`src/rtl/mul_pkg.sv`:
```
// Shared encodings for the sequential multiply controller: op codes, FSM states
// and the default datapath latency.
package mul_pkg;

   localparam int LAT_DEFAULT = 2;

   typedef enum logic [1:0] {
      OP_MUL_W   = 2'b00,
      OP_MULH_W  = 2'b01,
      OP_MULH_WU = 2'b10,
      OP_RSVD    = 2'b11
   } mul_op_e;

   typedef enum logic [1:0] {
      ST_IDLE = 2'b00,
      ST_CALC = 2'b01,
      ST_DONE = 2'b10
   } mul_state_e;

   // The reserved encoding runs unsigned and returns the low word.
   function automatic logic op_is_signed(input mul_op_e op);
      return (op == OP_MUL_W) || (op == OP_MULH_W);
   endfunction

   function automatic logic op_sel_high(input mul_op_e op);
      return (op == OP_MULH_W) || (op == OP_MULH_WU);
   endfunction

endpackage

```
`src/rtl/mul_seq_ctrl.sv`:
```
// Sequencing controller for a pipelined Booth multiplier: registers operands,
// paces the datapath for LAT cycles and holds the selected result until taken.
//
// state | meaning
// IDLE  | ready for a new request
// CALC  | datapath advancing, cnt counts cycles since operand load
// DONE  | result word held, resp_valid high until consumed
module mul_seq_ctrl
   import mul_pkg::*;
#(
   parameter int LAT = LAT_DEFAULT
) (
   input  logic        clk,
   input  logic        reset,
   input  logic        req_valid,
   output logic        req_ready,
   input  logic [1:0]  req_op,
   input  logic [31:0] req_src1,
   input  logic [31:0] req_src2,
   input  logic        flush,
   output logic [31:0] mul_x,
   output logic [31:0] mul_y,
   output logic        mul_signed,
   output logic        mul_stage_en,
   input  logic [63:0] mul_prod,
   output logic        resp_valid,
   input  logic        resp_ready,
   output logic [31:0] resp_result,
   output logic        busy
);

   localparam logic [2:0] CNT_LAST = 3'(LAT - 1);

   mul_state_e  state_q, state_d;
   mul_op_e     op_q;
   logic [2:0]  cnt_q;
   logic [31:0] result_q;
   logic        accept;
   logic        cnt_done;

   assign accept   = req_valid && req_ready;
   assign cnt_done = (cnt_q == CNT_LAST);

   always_comb begin
      state_d      = state_q;
      req_ready    = (state_q == ST_IDLE) && !flush;
      mul_stage_en = (state_q == ST_CALC);
      resp_valid   = (state_q == ST_DONE);
      busy         = (state_q != ST_IDLE);
      resp_result  = result_q;
      case (state_q)
         ST_IDLE: if (accept) state_d = ST_CALC;
         ST_CALC: if (cnt_done) state_d = ST_DONE;
         ST_DONE: if (resp_ready) state_d = ST_IDLE;
         default: state_d = ST_IDLE;
      endcase
      // A cancel wins over every transition, including a coincident handshake.
      if (flush) state_d = ST_IDLE;
   end

   always_ff @(posedge clk) begin
      if (reset) begin
         state_q    <= ST_IDLE;
         op_q       <= OP_MUL_W;
         cnt_q      <= '0;
         mul_x      <= '0;
         mul_y      <= '0;
         mul_signed <= 1'b0;
         result_q   <= '0;
      end else begin
         state_q <= state_d;
         if (accept) begin
            mul_x      <= req_src1;
            mul_y      <= req_src2;
            mul_signed <= op_is_signed(mul_op_e'(req_op));
            op_q       <= mul_op_e'(req_op);
            cnt_q      <= '0;
         end else if (state_q == ST_CALC) begin
            cnt_q <= cnt_q + 3'd1;
         end
         if ((state_q == ST_CALC) && cnt_done) begin
            result_q <= op_sel_high(op_q) ? mul_prod[63:32] : mul_prod[31:0];
         end
      end
   end

endmodule

```
`config.mk`:
```
export PLATFORM = sky130hd
export DESIGN_NAME = mul_seq_ctrl
export DESIGN_NICKNAME = d
export VERILOG_FILES = /design/src/rtl/mul_pkg.sv /design/src/rtl/mul_seq_ctrl.sv
export SDC_FILE = /design/constraint.sdc
export NUM_CORES = 1
export LEC_CHECK = 0
export ABC_AREA = 1
export BUFFER_PORTS_ARGS = -buffer_cell sky130_fd_sc_hd__buf_2
export CELL_PAD_IN_SITES_DETAIL_PLACEMENT = 2
export CELL_PAD_IN_SITES_GLOBAL_PLACEMENT = 2
export CORE_MARGIN = 1.5
export CORE_UTILIZATION = 24
export DETAILED_ROUTE_END_ITERATION = 6
export HOLD_SLACK_MARGIN = 0.15
export PLACE_DENSITY = 0.89
export SLEW_MARGIN = 20
export SYNTH_ARGS = -nofsm -noshare
export SYNTH_HDL_FRONTEND = slang
export SYNTH_SLANG_ARGS = --single-unit
export TNS_END_PERCENT = 1
```
`constraint.sdc`:
```
create_clock -name clk -period 2.8 [get_ports clk]
set_input_delay 0.28 -clock clk [delete_from_list [all_inputs] [get_ports clk]]
set_output_delay 0.28 -clock clk [all_outputs]
set_load 0.02 [all_outputs]
```
# Yosys cells after proc, flatten, opt, wreduce, memory -nomap -nowiden
# Cells that the tools add are included.
totals:
  reg_bits: 104
  input_bits: 135
  out_inout_bits: 101
  elab_cells: 34
op_classes:
  n_addsub: 1
  n_eq_ne: 9
  muxes: 5
  reduce_logical: 12
op_table:
  columns: ["operator", "count"]
  rows:
  - ["$mux W32", 1]
  - ["$eq A2 B1 Y1 const B", 3]
  - ["$mux W2", 3]
  - ["$pmux W2 S3", 1]
  - ["$eq A2 B2 Y1 const B", 2]
  - ["$logic_not A2 Y1", 2]
  - ["$ne A2 B1 Y1 const B", 2]
  - ["$reduce_or A2 Y1", 2]
  - ["$add A3 B1 Y3 const B", 1]
  - ["$eq A3 B1 Y1 const B", 1]
  - ["$logic_and A1 B1 Y1", 3]
  - ["$reduce_and A3 Y1", 1]
  - ["$logic_or A1 B1 Y1", 2]
  - ["$ne A2 B2 Y1 const B", 1]
  - ["$reduce_bool A2 Y1", 1]
  - ["$logic_not A1 Y1", 1]

# Depth between registers and ports, before layout
depth:
  word_depth: 5
  depth_mapped: 9
  ltp_nobuf: 7

# Worst setup path after synthesis
# OpenSTA, ideal clock, no wires.
synth_path:
  path_kind: "register to register"
  startpoint: "register cnt_q[0]"
  endpoint: "register result_q[11], in the netlist resp_result[11]"
  setup_time_ns: 0.115
  arrival_ns: 1.086
  required_time_ns: 2.685
  setup_slack_ns: 1.599
  path_stages_with_launch: 9
  n_path_buf: 2
  path_cell_list: "dfxtp_1 > ha_1 > nand2_1 > nor2_2 > buf_6 > buf_6 > nand2_1 > nor2_1 > nor2_1"
synth_between:
  elab_chain_len: 2
synth_rtl:
  columns: ["item", "line_no", "rtl"]
  rows:
  - ["start: declaration", "mul_seq_ctrl.sv:36", "logic [2:0] cnt_q;"]
  - ["start signal: assignment", "mul_seq_ctrl.sv:79", "cnt_q <= cnt_q + 3'd1;"]
  - ["$eq A3 B1 Y1", "mul_seq_ctrl.sv:42", "assign cnt_done = (cnt_q == CNT_LAST);"]
  - ["$logic_and A1 B1 Y1", "mul_seq_ctrl.sv:81", "if ((state_q == ST_CALC) && cnt_done) begin"]
  - ["end signal: assignment", "mul_seq_ctrl.sv:82", "result_q <= op_sel_high(op_q) ? mul_prod[63:32] : mul_prod[31:0];"]
  - ["end: declaration", "mul_seq_ctrl.sv:37", "logic [31:0] result_q;"]
# Every way passes these cells.
# A chain may end at the register's enable or synchronous reset.

# Worst setup path in the final report
layout_path:
  startpoint: "register state_q[0]"
  endpoint: "register mul_x[4]"
layout_between:
  elab_chain_len: 3
layout_rtl:
  columns: ["item", "line_no", "rtl"]
  rows:
  - ["start: declaration", "mul_seq_ctrl.sv:34", "mul_state_e state_q, state_d;"]
  - ["start signal: assignment", "mul_seq_ctrl.sv:71", "state_q <= state_d;"]
  - ["$logic_not A2 Y1", "mul_seq_ctrl.sv:46", "req_ready = (state_q == ST_IDLE) && !flush;"]
  - ["$logic_and A1 B1 Y1", "mul_seq_ctrl.sv:46", null]
  - ["$logic_and A1 B1 Y1", "mul_seq_ctrl.sv:41", "assign accept = req_valid && req_ready;"]
  - ["end signal: assignment", "mul_seq_ctrl.sv:73", "mul_x <= req_src1;"]
  - ["end: declaration", "mul_seq_ctrl.sv:21", "output logic [31:0] mul_x,"]
# Every way passes these cells.

==> results by group <==
Floorplanning
  • Die H: 144 um
  • Std cell rows: 51
  • Initial Util: 24.5%
  • Core Box Area: 19,500 um2
  • Die W: 144 um
  • DIE AREA: 20,700 um2
  • Top Ports: 236

Timing
  • Slew Viols, Final: 0
  • Final clock skew: 0.00631 ns
  • Final TNS setup: 0 ns
  • Setup repair after global routing missed its margin: no
  • Fin. Hold Viols: 0
  • Final Cycle Share: 63.4%
  • Setup Viol. Count Final: 0
  • Worst slew pin tran: 0.516 ns
  • Max Freq: 563 MHz
  • Max-slew headroom: 65.6%
  • Final Critical Period: 1.78 ns

Global routing
  • Initial antenna violation count: 1
  • First-pass GRT wire length: 27.8 mm
  • Total track usage: 17.2%
  • Largest net degree at the start of global routing: 68
  • Total gr overflow: 0
  • Vias in the first global route: 5,788

Final layout
  • Area of the multi-input gates: 2050 um2
  • Final core utilization: 34.0%
  • Antenna Cells: 0
  • Storage cell area: 2080 um2
  • Fin nets: 1,109
  • Final instance area: 6620 um2
  • # fillers: 2,409
  • Share of layout cells above drive strength 1: 27.1%
  • Area added between synthesis and finish: 39.1%

Critical path
  • Critical path required time: 3.06 ns
  • Worst r2r src: state_q[0]
  • Worst setup EP type: flip-flop
  • Startpoint types: flip-flop
  • R2r endpoint: mul_x[4]
  • R2R setup slack: 1.02 ns
  • Worst Path Arrival: 2.03 ns
  • CP Class: flip-flop to flip-flop
  • R2R depth: 6
  • Worst-path fanout max: 67

Logic synthesis
  • Yosys cell types: 21
  • Number of synthesis warnings: 0
  • Synthesized cell area: 4760 um2
  • Yosys top cell area share: 43.7%
  • Synth top area cells: dfxtp_1 44%, nor2_1 18%, nand2_1 14%, inv_1 8.5%, o21bai_1 5.0%
  • Post-synthesis sequential area ratio: 43.7%
  • Syn_area_per_cell: 6.43 um2
  • Synth area leader: dfxtp_1
  • Async SR Flop Fraction: 0%
  • Mapped Cells: 740
  • Syn nets: 877
  • #FFs+latches synth: 104
  • Ys flop type: dfxtp_1
  • Post-synth EDFFs: 0

Route
  • Vias/cell: 4.24
  • WL/cell: 14.4 um
  • TritonRoute pass-1 iters: 4
  • Drc violations: 0
  • DR vias: 5,266
  • Routed Antenna Nets: 0
  • WL final: 17.9 mm
  • DRT iter0 DRCs: 138

Pwr
  • LEAKAGE: 3.84 nW
  • Worst vdd ir: 0.271 mV
  • Pwr per Cell Area: 536 nW/um2

CTS
  • Inserted Clock Buffers: 9
  • Max Buffers Root-to-Sink: 2
  • Cts hold-fix bufs: 16
  • Htree depth: 3
  • Root buffer cell: clkbuf_16
  • TritonCTS clock tree: yes
  • Clock transition at the registers of the reported paths: 0.07 ns
  • Post-CTS sizing: 0
  • Post-CTS Setup Bufs: 0
  • Worst-Skew Late Latency: 0.34 ns
  • CTS sink count: 104

Run
  • Max-cap violations: 0

Hold path
  • Hold path depth: 3
  • Hold Path End: mul_y[26]
  • Worst hold path class: input port to flip-flop
  • Min-delay src: req_src2[26]

Place
  • Placed Area: 6150 um2
  • HPWL after DPL: 13.1 mm
  • Port Buf Inserts: 235
  • GPL Wtd Cong: 0.703

Status
  • Outcome: completed
## critical path, stage by stage (launching register included)
cell	delay (ns)
dfxtp_1	0.34
nor2_2	0.19
nand3_4	0.43
buf_12	0.38
nand2_1	0.10
nand2_1	0.05
nor2_1	0.16
## cells in the mapped netlist, types with 2 or more instances
cell type,n
buf_2,20
buf_6,7
dfxtp_1,104
nand3_1,33
o21bai_1,32
a21oi_1,4
inv_1,108
nor2_1,231
ha_1,2
nand2_1,177
buf_1,3
clkbuf_1,9
nor2_2,2
## area by class of cell
type                    instances  share of cell area (%)
flip-flops and latches        104                    31.4
repair buffers                261                    21.7
multi-input cells             487                    30.9
clock buffers                  11                    3.51
clock inverters                 5                    1.23
inverters                     109                    6.18
well taps                     265                    5.01
## how the worst max path moves through the flow
stage	slack, ns	endpoint	start	cells past startpoint
CTS	1.04	mul_x[19]	state_q[0]	6
floorplan	1.60	resp_result[11]	cnt_q[0]	8
global route	0.81	mul_x[4]	state_q[0]	6
detailed placement	1.06	mul_x[19]	state_q[0]	6
finish	1.02	mul_x[4]	state_q[0]	6
global placement	1.15	mul_x[31]	flush	6
## stage by stage
step	cells	total power, W	worst slack, ns	hold WS (ns)
floorplan	740	0.00196	1.60	0.415
global placement	1210	0.00219	1.15	0.478
detailed placement	1210	0.00222	1.06	0.494
CTS	1242	0.00362	1.04	0.150
global route	1242	0.00375	0.810	0.159
finish	1242	0.00355	1.02	0.165
## per-layer routing
layer | routed length, um | up-vias | GRT usage, %
li1 | - | 2621 | -
met1 | 7040 | 2473 | 17.7
met2 | 9300 | 150 | 32.9
met3 | 1290 | 20 | 5.53
met4 | 274 | 2 | 4.94
met5 | 10 | - | 0
## flip-flops by register name, indices dropped and copies added, names as in the netlist
name / flops
op_q: 2
mul_y: 32
state_q: 2
mul_signed: 1
cnt_q: 3
mul_x: 32
resp_result: 32
## kinds of logic after synthesis
family | after synthesis | share of synthesized area (%)
simple gates | 447 | 36.5
buf+inv | 149 | 13.5
compound gates | 37 | 5.57
flops | 104 | 43.7
fa+ha+maj | 2 | 0.526
xor+xnor | 1 | 0.184
## power by group
part / total [W] / internal, W / switching [W]
Sequential: 0.00159 / 0.00155 / 0.0000371
Combinational: 0.000610 / 0.000232 / 0.000378
Clock: 0.00135 / 0.000785 / 0.000567
Total: 0.00355 / 0.00257 / 0.000982
## cells in the final DEF, fill, tap and decap left out, types with 2 or more instances in the layout
cell,synthesis,final
a21oi_1,4,4
buf_12,0,2
buf_2,20,235
buf_4,1,8
bufinv_16,0,2
clkbuf_1,9,2
clkbuf_16,0,9
dfxtp_1,104,104
dlygate4sd3_1,0,16
ha_1,2,2
inv_1,108,108
nand2_1,177,177
nand3_1,33,33
nor2_1,231,231
o21bai_1,32,32
(Power assumes the default switching activity.)
